<file path="src/rtl/uart_arb_pkg.sv">
// Shared types and helpers for the UART transmit arbiter.
// Also used by other round-robin arbiters in the codebase.
package uart_arb_pkg;

  typedef enum logic {
    IDLE,
    LOCKED
  } arb_state_t;

  localparam int GRANT_W = 3;
  localparam int BYTE_W  = 8;
  localparam int MAX_REQ = 8;

  // First set bit in mask, searching upward from ptr+1, wrapping at n.
  function automatic logic [GRANT_W:0] rr_next(
    input logic [MAX_REQ-1:0] mask,
    input logic [GRANT_W-1:0] ptr,
    input int                 n
  );
    logic [GRANT_W:0] res;
    int               j;
    res = '0;
    for (int k = 1; k <= MAX_REQ; k++) begin
      j = (int'(ptr) + k) % n;
      if (k <= n && !res[GRANT_W] && mask[j[GRANT_W-1:0]])
        res = {1'b1, j[GRANT_W-1:0]};
    end
    return res;
  endfunction

endpackage

</file>
<file path="src/rtl/uart_tx_arbiter_rr_pick.sv">
// Combinational round-robin selector: mask + pointer -> index, found.
// Reusable by any port arbiter with up to MAX_REQ requesters.
module rr_pick
  import uart_arb_pkg::*;
#(
  parameter int N = 4
) (
  input  logic [N-1:0]       mask,
  input  logic [GRANT_W-1:0] ptr,
  output logic [GRANT_W-1:0] idx,
  output logic               found
);

  logic [MAX_REQ-1:0] mask_pad;
  logic [GRANT_W:0]   pick;

  always_comb begin
    mask_pad        = '0;
    mask_pad[N-1:0] = mask;
    pick            = rr_next(mask_pad, ptr, N);
    idx             = pick[GRANT_W-1:0];
    found           = pick[GRANT_W];
  end

endmodule

</file>
<file path="src/rtl/uart_tx_arbiter.sv">
// Packet-granular round-robin arbiter in front of one UART transmitter.
// Define UART_ARB_TIMEOUT_EN to add the stall timeout and timeout_pulse.
module uart_tx_arbiter
  import uart_arb_pkg::*;
#(
  parameter int NUM_REQ        = 4,
  parameter int MAX_PKT_BYTES  = 16,
  parameter int TIMEOUT_CYCLES = 1024
) (
  input  logic                      clock,
  input  logic                      clear_n,
  input  logic [NUM_REQ-1:0]        req_valid,
  input  logic [BYTE_W*NUM_REQ-1:0] req_data,
  input  logic [NUM_REQ-1:0]        req_last,
  output logic [NUM_REQ-1:0]        req_ready,
  output logic [BYTE_W-1:0]         uart_data,
  output logic                      uart_valid,
  input  logic                      uart_ready,
  output logic [GRANT_W-1:0]        grant_id,
  output logic                      busy
`ifdef UART_ARB_TIMEOUT_EN
  ,
  output logic                      timeout_pulse
`endif
);

  localparam int CNT_W = $clog2(MAX_PKT_BYTES + 1);

  arb_state_t state, state_n;

  logic [GRANT_W-1:0]        grant;
  logic [GRANT_W-1:0]        rr_ptr;
  logic [GRANT_W-1:0]        pick_idx;
  logic                      pick_found;
  logic [CNT_W-1:0]          byte_cnt;
  logic [MAX_REQ-1:0]        valid_pad;
  logic [MAX_REQ-1:0]        last_pad;
  logic [BYTE_W*MAX_REQ-1:0] data_pad;
  logic                      locked;
  logic                      xfer;
  logic                      cap_hit;
  logic                      rel;
  logic                      drop;

  rr_pick #(.N(NUM_REQ)) u_pick (
    .mask  (req_valid),
    .ptr   (rr_ptr),
    .idx   (pick_idx),
    .found (pick_found)
  );

  always_comb begin
    valid_pad                       = '0;
    last_pad                        = '0;
    data_pad                        = '0;
    valid_pad[NUM_REQ-1:0]          = req_valid;
    last_pad[NUM_REQ-1:0]           = req_last;
    data_pad[BYTE_W*NUM_REQ-1:0]    = req_data;
  end

  assign locked   = (state == LOCKED);
  assign busy     = locked;
  assign grant_id = grant;

  // Pure forwarding from the owner; nothing leaves the arbiter in IDLE.
  always_comb begin
    uart_valid = 1'b0;
    uart_data  = '0;
    if (locked) begin
      uart_valid = valid_pad[grant];
      uart_data  = data_pad[{grant, 3'b000} +: BYTE_W];
    end
    for (int i = 0; i < NUM_REQ; i++)
      req_ready[i] = locked && uart_ready && (grant == GRANT_W'(i));
  end

  assign xfer    = locked && uart_valid && uart_ready;
  assign cap_hit = (byte_cnt == CNT_W'(MAX_PKT_BYTES - 1));
  assign rel     = xfer && (last_pad[grant] || cap_hit);

`ifdef UART_ARB_TIMEOUT_EN
  localparam int STALL_W = $clog2(TIMEOUT_CYCLES + 1);

  logic [STALL_W-1:0] stall_cnt;
  logic               stall;
  logic               stall_hit;

  // Only ready-but-silent cycles count; a busy UART is not a stall.
  assign stall     = locked && uart_ready && !valid_pad[grant];
  assign stall_hit = stall &&
                     (stall_cnt == STALL_W'(TIMEOUT_CYCLES - 1));
  assign drop      = rel || stall_hit;

  always_ff @(posedge clock or negedge clear_n) begin
    if (!clear_n) begin
      stall_cnt     <= '0;
      timeout_pulse <= 1'b0;
    end else begin
      timeout_pulse <= stall_hit;
      if (!locked || xfer || stall_hit)
        stall_cnt <= '0;
      else if (stall)
        stall_cnt <= stall_cnt + 1'b1;
    end
  end
`else
  logic unused_cfg;

  assign unused_cfg = ^TIMEOUT_CYCLES;
  assign drop       = rel;
`endif

  always_comb begin
    state_n = state;
    case (state)
      IDLE:    if (pick_found) state_n = LOCKED;
      LOCKED:  if (drop)       state_n = IDLE;
      default:                 state_n = IDLE;
    endcase
  end

  always_ff @(posedge clock or negedge clear_n) begin
    if (!clear_n)
      state <= IDLE;
    else
      state <= state_n;
  end

  always_ff @(posedge clock or negedge clear_n) begin
    if (!clear_n) begin
      grant    <= '0;
      rr_ptr   <= GRANT_W'(NUM_REQ - 1);
      byte_cnt <= '0;
    end else if (!locked) begin
      if (pick_found) begin
        grant    <= pick_idx;
        byte_cnt <= '0;
      end
    end else if (drop) begin
      rr_ptr   <= grant;
      grant    <= '0;
      byte_cnt <= '0;
    end else if (xfer) begin
      byte_cnt <= byte_cnt + 1'b1;
    end
  end

endmodule
</file>
<file path="config.mk">
export PLATFORM = sky130hd
export DESIGN_NAME = uart_tx_arbiter
export DESIGN_NICKNAME = d
export VERILOG_FILES = /design/src/rtl/uart_arb_pkg.sv /design/src/rtl/uart_tx_arbiter_rr_pick.sv /design/src/rtl/uart_tx_arbiter.sv
export SDC_FILE = /design/constraint.sdc
export NUM_CORES = 1
export LEC_CHECK = 0
export ABC_AREA = 1
export BUFFER_PORTS_ARGS = -buffer_cell sky130_fd_sc_hd__buf_4
export CORE_AREA = 2 2 54 56
export CTS_CLUSTER_DIAMETER = 40
export CTS_CLUSTER_SIZE = 20
export DETAILED_ROUTE_END_ITERATION = 10
export DIE_AREA = 0 0 56 58
export GPL_ROUTABILITY_DRIVEN = 1
export PLACE_DENSITY = 0.79
export SYNTH_ARGS = -nofsm -noshare
export SYNTH_HDL_FRONTEND = slang
export SYNTH_SLANG_ARGS = --single-unit
</file>
<file path="constraint.sdc">
create_clock -name clock -period 1.99 [get_ports clock]
set_clock_uncertainty 0.05 [all_clocks]
set_input_delay 0.398 -clock clock [delete_from_list [all_inputs] [get_ports clock]]
set_output_delay 0.398 -clock clock [all_outputs]
set_load 0.02 [all_outputs]
</file>
==> impl_metrics.env, run 1 <==
export IMPL_worstSetupPathType="reg2out"
export IMPL_rsz0062_at_grt="yes"
export IMPL_cts_max_level=1
export IMPL_numCtsBuffers=3
export IMPL_detail_route_wl_per_cell_um=12.1
export IMPL_report_final_slew_viol_count=0
export IMPL_critPathLaunchType="flop"
export IMPL_die_y_um=58
export IMPL_p_leak_nw=0.920
export IMPL_antenna_found_initial=0
export IMPL_initial_core_util_pct=44.4
export IMPL_dp_cells=254
export IMPL_drive_gt1_share_pct=48.9
export IMPL_root_buffer="clkbuf_4"
export IMPL_gp_congestion=0.812
export IMPL_drtIter0Drc=52
export IMPL_cp_max_fo=10
export IMPL_worstPathRequired_ps=1540
export IMPL_avgViaCountPerCell=4.98
export IMPL_ys_ff_latch=10
export IMPL_clk_latency_ps=280
export IMPL_place_ws_ps=153
export IMPL_hold_viol=0
export IMPL_pin_count=60
export IMPL_final_cells=266
export IMPL_dpl_cell_area_um2=1610
export IMPL_setup_viol=0
export IMPL_drtAntennaViolNets=0
export IMPL_final_period_utilization_pct=99.1
export IMPL_place_hpwl_um=2460
export IMPL_peakVddDrop_uv=850
export IMPL_io_buffers=58
export IMPL_fin_area_um2=1750
export IMPL_die_area_um2=3250
export IMPL_crit_start="grant_id[1]$_DFFE_PN0P_"
export IMPL_worst_pin_slew_ps=514
export IMPL_end_kind="output port"
export IMPL_clock_sinks=10
export IMPL_hp_class="in2async"
export IMPL_fmax_mhz=507
export IMPL_syn_area_um2=1180
export IMPL_rr_startpoint="byte_cnt[0]$_DFFE_PN0P_"
export IMPL_drc=0
export IMPL_tritoncts="yes"
export IMPL_grt_first_pass_wirelength_um=5530
export IMPL_yosys_cell_types_count=29
export IMPL_postSynthCellCount=170
export IMPL_via_count=1324
export IMPL_overflow=0
export IMPL_ys_flop_type="dfrtp_1"
export IMPL_cpMostUsedCell="nand2_2"
export IMPL_synthesis_nets=215
export IMPL_async_flop_share_pct=100
export IMPL_crit_chain="inv_4 -> nor2_8 -> nand2_2 -> nand2_2 -> nor2_4 -> nor2_2 -> buf_6"
export IMPL_grt_pass1_vias=1258
export IMPL_finish_utilization_pct=65.7
export IMPL_core_area_um2=2660
export IMPL_status="finished, final reports clean"
export IMPL_worst_slack_ps=17.7
export IMPL_fp_dieW_um=56
export IMPL_slew_headroom_pct=65.7
export IMPL_fin_nets=281
export IMPL_drt_wl_total_um=3210
export IMPL_syn_area_per_cell_um2=6.95
export IMPL_maxCapViolations=0
export IMPL_max_stage_delay_ps=550
export IMPL_crit_family="flip-flops"
export IMPL_dr_pass1_iters=4
export IMPL_grt_usage_pct=21.0
export IMPL_worstPathArrival_ps=1520
export IMPL_min_period_ps=1970
export IMPL_power_density_nw_per_um2=1440
export IMPL_grt_max_degree=14
export IMPL_crit_buf_inv=2
export IMPL_cp_slowest_cell="dfrtp_2"
export IMPL_diodes=0
export IMPL_synth_seq_area_share_pct=21.4
export IMPL_area_growth_pct=48.1
export IMPL_synth_edf_count=0
export IMPL_path_clk_slew_ps=70
export IMPL_yosysWarningCount=0
export IMPL_rows=19
export IMPL_report_power_total_w=0.00252
export IMPL_cts_buffer_depth=2
[through the flow]
step / hold WS (ps) / TNS, ps
3_3_place_gp: 183 / 0
6_report: 434 / 0
5_1_grt: 442 / -440
4_1_cts: 425 / 0
3_5_place_dp: 184 / 0
2_1_floorplan: 52.4 / 0
[worst paths after layout]
check | to | slack (ps) | cells after the start
setup / recovery | uart_valid | 20 | 7
max in group asynchronous | rr_ptr[0]$_DFFE_PN1P_ | 1240 | 2
setup reg to reg | grant_id[1]$_DFFE_PN0P_ | 240 | 9
hold reg to reg | rr_ptr[1]$_DFFE_PN1P_ | 460 | 2
min in group clock | rr_ptr[1]$_DFFE_PN1P_ | 460 | 2
hold / removal | byte_cnt[1]$_DFFE_PN0P_ | 430 | 2
[where the power goes]
group | internal (W) | switching [W] | total (W)
Clock | 0.000111 | 0.0000776 | 0.000189
Sequential | 0.000290 | 0.000162 | 0.000452
Combinational | 0.000787 | 0.00109 | 0.00188
[layout by cell type, fill, tap and decap left out, types with 3 or more instances in the layout]
cell type  instances
a22oi_1            3
a22oi_2            5
a31oi_1            8
buf_4             63
clkbuf_4           3
dfrtp_1            6
inv_1              8
inv_2              3
nand2_1           53
nand2_2           13
nand2_4            8
nand3_1           16
nor2_1             8
nor2_4             3
nor2_8             3
nor3_1             3
[registers in the layout (all words and copies together) (netlist names)]
signal and flops:
byte_cnt 5, grant_id 2, rr_ptr 2, busy 1
[routing by layer]
layer | vias to the layer above | global-route usage [%] | routed length (um)
li1 | 693 | - | -
met1 | 602 | 28.3 | 1480
met2 | 24 | 35.1 | 1580
met3 | 5 | 5.58 | 129
met4 | 0 | 2.38 | 22
met5 | - | 0 | 0
[worst register-to-register path: cells and delay by family (launching register included)]
family | cells | cell delay (ps)
flip-flops | 1 | 410
AND/OR/NAND/NOR | 5 | 610
buffers and inverters | 1 | 120
AO/OA/AOI/OAI | 1 | 110
adder cells (fa/ha/maj) | 2 | 420
[kinds of logic after synthesis]
| logic type | synth area share (%) |
|---|---|
| other | 0.317 |
| AO/OA/AOI/OAI | 11.9 |
| adder cells (fa/ha/maj) | 2.12 |
| XOR/XNOR | 1.48 |
| flip-flops | 21.4 |
| buffers and inverters | 9.85 |
| AND/OR/NAND/NOR | 53.0 |
[synth_stat cells (3+ instances only)]
library cell | instances | area [um^2]
nor2_8 | 3 | 60.1
nand2_2 | 12 | 75.1
buf_6 | 3 | 33.8
nor2_1 | 9 | 33.8
a22oi_1 | 8 | 60.1
dfrtp_1 | 8 | 200
nor3_1 | 3 | 15.0
nor2_4 | 3 | 33.8
inv_1 | 8 | 30.0
nand2_4 | 8 | 90.1
nand3_1 | 16 | 80.1
nand2_1 | 54 | 203
a31oi_1 | 8 | 50.1
inv_2 | 3 | 11.3
[layout make-up]
class	instances	area, um^2
clock buffer	4	36.3
timing repair buffer	66	505
inverter	15	71.3
sequential	10	255
multi-input combinational	140	842
tap	31	38.8
fill	247	913
[what timing repair did]
action,in CTS,in global routing
endpoints found under the hold margin,8,0
endpoints found under the setup margin,9,12
buffers inserted,5,2
hold buffers,1,0
gates resized for setup,4,9
pin swaps,1,2
(Power assumes the default switching activity.)
==> inputs of run 2 (changes only) <==
--- a/config.mk
+++ b/config.mk
@@ -14,6 +14,7 @@
 export DIE_AREA = 0 0 56 58
 export GPL_ROUTABILITY_DRIVEN = 1
 export PLACE_DENSITY = 0.79
+export SETUP_SLACK_MARGIN = 0.3
 export SYNTH_ARGS = -nofsm -noshare
 export SYNTH_HDL_FRONTEND = slang
 export SYNTH_SLANG_ARGS = --single-unit
==> impl_metrics.env, run 2 (same netlist as run 1, synthesis figures left out) <==
export IMPL_status="finished, final reports clean"
export IMPL_gp_congestion=0.828
export IMPL_numCtsBuffers=3
export IMPL_avgViaCountPerCell=5.22
export IMPL_fin_nets=297
export IMPL_fmax_mhz=503
export IMPL_drc=0
export IMPL_worstSetupPathType="reg2out"
export IMPL_fp_dieW_um=56
export IMPL_io_buffers=58
export IMPL_critPathLaunchType="flop"
export IMPL_root_buffer="clkbuf_4"
export IMPL_grt_first_pass_wirelength_um=6380
export IMPL_top_register="byte_cnt"
export IMPL_grt_usage_pct=24.0
export IMPL_report_final_slew_viol_count=0
export IMPL_clock_sinks=10
export IMPL_fin_area_um2=2000
export IMPL_drive_gt1_share_pct=58.6
export IMPL_maxCapViolations=0
export IMPL_min_period_ps=1990
export IMPL_path_clk_slew_ps=70
export IMPL_power_density_nw_per_um2=1500
export IMPL_die_y_um=58
export IMPL_area_growth_pct=69.6
export IMPL_pin_count=60
export IMPL_end_kind="output port"
export IMPL_cts_buffer_depth=2
export IMPL_die_area_um2=3250
export IMPL_via_count=1471
export IMPL_grt_pass1_vias=1422
export IMPL_cts_max_level=1
export IMPL_antenna_found_initial=0
export IMPL_hold_viol=0
export IMPL_drtIter0Drc=68
export IMPL_report_power_total_w=0.00301
export IMPL_clk_latency_ps=270
export IMPL_dpl_cell_area_um2=1610
export IMPL_rows=19
export IMPL_drt_wl_total_um=3900
export IMPL_final_cell_mix="buf_4, nand2_1, nand2_2, nand2_4, nand3_1"
export IMPL_cp_max_fo=5
export IMPL_grt_max_degree=14
export IMPL_num_fill_cells=196
export IMPL_place_hpwl_um=2490
export IMPL_peakVddDrop_uv=1210
export IMPL_worstPathArrival_ps=1540
export IMPL_largest_reg_flops=5
export IMPL_tritoncts="yes"
export IMPL_overflow=0
export IMPL_p_leak_nw=1.03
export IMPL_core_area_um2=2660
export IMPL_dr_pass1_iters=4
export IMPL_rsz0062_at_grt="yes"
export IMPL_worstPathRequired_ps=1540
export IMPL_initial_core_util_pct=44.4
export IMPL_final_period_utilization_pct=100
export IMPL_layout_commonest_cell="buf_4"
export IMPL_setup_viol=0
export IMPL_hp_class="in2async"
export IMPL_slew_headroom_pct=65.1
export IMPL_detail_route_wl_per_cell_um=13.8
export IMPL_worst_pin_slew_ps=523
export IMPL_drtAntennaViolNets=0
export IMPL_diodes=0
==> run 2: through the flow <==
step	setup slack (ps)	utilization [%]	hold slack, ps	setup TNS (ps)	cells
floorplan	236	-	52.4	0	170
global placement	170	60.6	184	0	254
detailed placement	148	60.6	183	0	254
CTS	41.8	69.9	442	0	277
global route	-63.6	75.2	446	-338	282
finish	0.346	75.2	443	0	282
==> run 2: routing by layer <==
layer | routed length, um | track usage [%]
met4 | 64 | 6.46
met2 | 2000 | 42.4
met1 | 1690 | 31.5
met5 | 0 | 0
met3 | 133 | 2.68
==> run 2: worst paths after layout <==
check / startpoint / end / slack [ps] / cells past startpoint
worst max-delay path: grant_id[0]$_DFFE_PN0P_ / uart_data[6] / 0.3 / 6
worst min-delay path: clear_n / busy$_DFF_PN0_ / 440 / 2
worst max register to register: byte_cnt[1]$_DFFE_PN0P_ / rr_ptr[1]$_DFFE_PN1P_ / 140 / 9
worst min register to register: byte_cnt[4]$_DFFE_PN0P_ / byte_cnt[4]$_DFFE_PN0P_ / 500 / 2
max in group asynchronous: clear_n / rr_ptr[0]$_DFFE_PN1P_ / 1230 / 2
min in group clock: byte_cnt[4]$_DFFE_PN0P_ / byte_cnt[4]$_DFFE_PN0P_ / 500 / 2
==> run 2: final cells by class <==
cell class / instances / area, um^2 / share of cell area (%)
inverters: 15 / 73.8 / 3.69
clock buffers: 4 / 36.3 / 1.81
multi-input cells: 143 / 958 / 47.8
repair buffers: 79 / 639 / 31.9
flip-flops and latches: 10 / 256 / 12.8
well taps: 31 / 38.8 / 1.94
==> run 2: worst max-delay path: stages, from the launching register on <==
cell	delay (ps)
dfrtp_2	480
inv_6	110
nor2_8	40
clkbuf_4	170
a22oi_1	180
a31oi_1	110
buf_4	180
==> run 2: power by group <==
group          total, W  internal (W)  switching, W
combinational   0.00239       0.00103       0.00135
sequential     0.000437      0.000293      0.000145
clock          0.000183      0.000111     0.0000722
total           0.00301       0.00144       0.00157
==> run 2: what timing repair did <==
item | in CTS | in global routing
hold buffers | 1 | 0
setup buffers | 15 | 5
setup endpoints to repair | 23 | 23
hold endpoints to repair | 8 | 0
gates resized for setup | 12 | 30
pin swaps | 11 | 9
cloned | 3 | 0
==> inputs of run 3 (changes only) <==
--- a/config.mk
+++ b/config.mk
@@ -5,15 +5,14 @@
 export SDC_FILE = /design/constraint.sdc
 export NUM_CORES = 1
 export LEC_CHECK = 0
-export ABC_AREA = 1
 export BUFFER_PORTS_ARGS = -buffer_cell sky130_fd_sc_hd__buf_4
-export CORE_AREA = 2 2 54 56
+export CORE_AREA = 2 2 52 54
 export CTS_CLUSTER_DIAMETER = 40
 export CTS_CLUSTER_SIZE = 20
 export DETAILED_ROUTE_END_ITERATION = 10
-export DIE_AREA = 0 0 56 58
+export DIE_AREA = 0 0 54 56
 export GPL_ROUTABILITY_DRIVEN = 1
-export PLACE_DENSITY = 0.79
+export PLACE_DENSITY = 0.76
 export SETUP_SLACK_MARGIN = 0.3
 export SYNTH_ARGS = -nofsm -noshare
 export SYNTH_HDL_FRONTEND = slang
==> impl_metrics.env, run 3 <==
export IMPL_maxCapViolations=0
export IMPL_seq_area_um2=255
export IMPL_final_cell_mix="buf_4, buf_6, and2_4, mux4_2, nand2_1"
export IMPL_postSynthCellCount=92
export IMPL_largest_reg_flops=5
export IMPL_yosys_cell_types_count=38
export IMPL_overflow=0
export IMPL_die_area_um2=3020
export IMPL_p_int_w=0.00138
export IMPL_finish_utilization_pct=74.3
export IMPL_cts_max_level=1
export IMPL_root_buffer="clkbuf_4"
export IMPL_final_period_utilization_pct=103
export IMPL_p_leak_nw=0.827
export IMPL_max_stage_delay_ps=500
export IMPL_rows=18
export IMPL_synth_largest_area_cell="dfrtp_1"
export IMPL_grt_pass1_vias=1059
export IMPL_cp_slowest_cell="mux4_2"
export IMPL_worst_slack_ps=-62.0
export IMPL_antenna_found_initial=0
export IMPL_fp_dieW_um=54
export IMPL_drtIter0Drc=12
export IMPL_drtAntennaViolNets=0
export IMPL_top_register="byte_cnt"
export IMPL_hp_class="in2reg"
export IMPL_rsz0062_at_grt="yes"
export IMPL_hold_viol=0
export IMPL_layout_commonest_cell="buf_4"
export IMPL_async_flop_share_pct=100
export IMPL_share_comb_of_total_power_pct=75.7
export IMPL_cp_max_fo=7
export IMPL_worstPathRequired_ps=1540
export IMPL_tritoncts="yes"
export IMPL_status="finished with violations"
export IMPL_drive_gt1_share_pct=75.0
export IMPL_initial_core_util_pct=41.0
export IMPL_cts_buffer_depth=2
export IMPL_place_ws_ps=14.4
export IMPL_peakVddDrop_uv=854
export IMPL_diodes=0
export IMPL_swShare_pct=38.3
export IMPL_hold_path_startpoint="uart_ready"
export IMPL_syn_area_per_cell_um2=10.9
export IMPL_multi_input_area_um2=823
export IMPL_io_buffers=58
export IMPL_die_y_um=56
export IMPL_r2r_slack_ps=-40
export IMPL_drt_wl_total_um=3150
export IMPL_synth_area_leaders="dfrtp_1, mux4_2, mux4_1, and2_1, dfstp_2"
export IMPL_grt_first_pass_wirelength_um=4650
export IMPL_path_clk_slew_ps=70
export IMPL_yosys_cell_count_top_type="and2_1"
export IMPL_fin_nets=214
export IMPL_ys_ff_latch=10
export IMPL_fmax_mhz=487
export IMPL_clk_latency_ps=270
export IMPL_hold_depth=3
export IMPL_end_kind="output port"
export IMPL_worstSetupPathType="reg2out"
export IMPL_pin_count=60
export IMPL_fin_area_um2=1810
export IMPL_avgViaCountPerCell=5.32
export IMPL_regToRegEndpoint="rr_ptr[1]$_DFFE_PN1P_"
export IMPL_report_final_slew_viol_count=0
export IMPL_crit_chain="buf_12 -> mux4_2 -> and2_4 -> buf_6"
export IMPL_power_density_nw_per_um2=1230
export IMPL_p_sw_w=0.000852
export IMPL_core_area_um2=2430
export IMPL_synth_edf_count=0
export IMPL_rr_startpoint="grant_id[0]$_DFFE_PN0P_"
export IMPL_min_period_ps=2050
export IMPL_detail_route_wl_per_cell_um=15.9
export IMPL_numCtsBuffers=3
export IMPL_seq_power_share_pct=17.4
export IMPL_ys_flop_type="dfrtp_1"
export IMPL_drc=0
export IMPL_syn_area_um2=998
export IMPL_area_growth_pct=81.0
export IMPL_via_count=1054
export IMPL_setup_viol=12
export IMPL_synth_seq_area_share_pct=25.3
export IMPL_violations="setup timing"
export IMPL_gp_congestion=0.773
export IMPL_synthesis_nets=137
export IMPL_yosysWarningCount=0
export IMPL_critPathLaunchType="flop"
export IMPL_worstPathArrival_ps=1600
export IMPL_clock_sinks=10
export IMPL_min_to="byte_cnt[2]$_DFFE_PN0P_"
export IMPL_r2r_cells=7
export IMPL_num_fill_cells=170
export IMPL_synth_top_area_share_pct=20.1
export IMPL_grt_max_degree=12
export IMPL_place_hpwl_um=2280
export IMPL_synth_common_cells="and2_1, dfrtp_1, nand2_1"
export IMPL_dr_pass1_iters=4
export IMPL_grt_usage_pct=20.8
export IMPL_dpl_cell_area_um2=1580
export IMPL_p_clk_share_pct=6.8
[run 3: logic make-up (layout without fill, tap and decap cells)]
| group | after synthesis | in the layout | synth area share (%) |
|---|---|---|---|
| simple gates | 39 | 39 | 22.4 |
| other cells | 1 | 1 | 0.376 |
| flops | 10 | 10 | 25.3 |
| fa+ha+maj | 2 | 2 | 2.51 |
| compound gates | 18 | 19 | 17.2 |
| buf+inv | 8 | 83 | 4.14 |
| mux | 14 | 14 | 28.1 |
[run 3: cell type report]
class | count | share of cell area, %
multi-input cells | 75 | 45.6
clock buffers | 4 | 1.45
repair buffers | 77 | 36.4
inverters | 2 | 0.416
flip-flops and latches | 10 | 14.1
well taps | 30 | 2.08
[run 3: layer usage]
layer / up-vias / GRT usage (%) / wire (um)
li1: 495 / - / -
met1: 500 / 23.7 / 1200
met2: 55 / 35.0 / 1520
met3: 4 / 8.87 / 404
met4: 0 / 4.64 / 31
met5: - / 0 / 0
[run 3: power groups by stage]
stage | combinational, W | sequential, W | clock, W
2_1_floorplan | 0.000968 | 0.000390 | 0
3_3_place_gp | 0.00138 | 0.000393 | 0
3_5_place_dp | 0.00141 | 0.000395 | 0
4_1_cts | 0.00162 | 0.000388 | 0.000157
5_1_grt | 0.00180 | 0.000398 | 0.000168
6_report | 0.00169 | 0.000388 | 0.000152
[run 3: repair_timing]
item / 4_1_cts / 5_1_grt
cloned: 1 / 0
hold buffers: 1 / 0
resized for setup: 23 / 5
pin swaps: 13 / 5
endpoints found under the setup margin: 23 / 23
buffers inserted: 5 / 4
hold endpoints to repair: 8 / 0
[run 3: through the flow]
step	hold slack [ps]	total power [W]	std cells	setup TNS, ps
floorplan	52.4	0.00136	92	0
global placement	181	0.00177	183	0
detailed placement	183	0.00181	183	0
CTS	429	0.00216	194	-588
global route	430	0.00237	198	-1180
finish	434	0.00223	198	-499
[run 3: how the worst max path moves through the flow]
stage | from | end | slack (ps) | cells past startpoint
3_3_place_gp | byte_cnt[1]$_DFFE_PN0P_ | rr_ptr[1]$_DFFE_PN1P_ | 50 | 7
2_1_floorplan | byte_cnt[0]$_DFFE_PN0P_ | rr_ptr[0]$_DFFE_PN1P_ | 30 | 7
6_report | grant_id[0]$_DFFE_PN0P_ | uart_data[3] | -60 | 4
5_1_grt | grant_id[0]$_DFFE_PN0P_ | uart_data[3] | -110 | 4
4_1_cts | grant_id[0]$_DFFE_PN0P_ | uart_data[3] | -80 | 4
3_5_place_dp | byte_cnt[1]$_DFFE_PN0P_ | rr_ptr[1]$_DFFE_PN1P_ | 10 | 7
[run 3: critical path: cells and delay by family (launching register included)]
family / cells / cell delay [ps]
simple gates: 1 / 160
buf+inv: 2 / 260
mux: 1 / 500
flops: 1 / 410
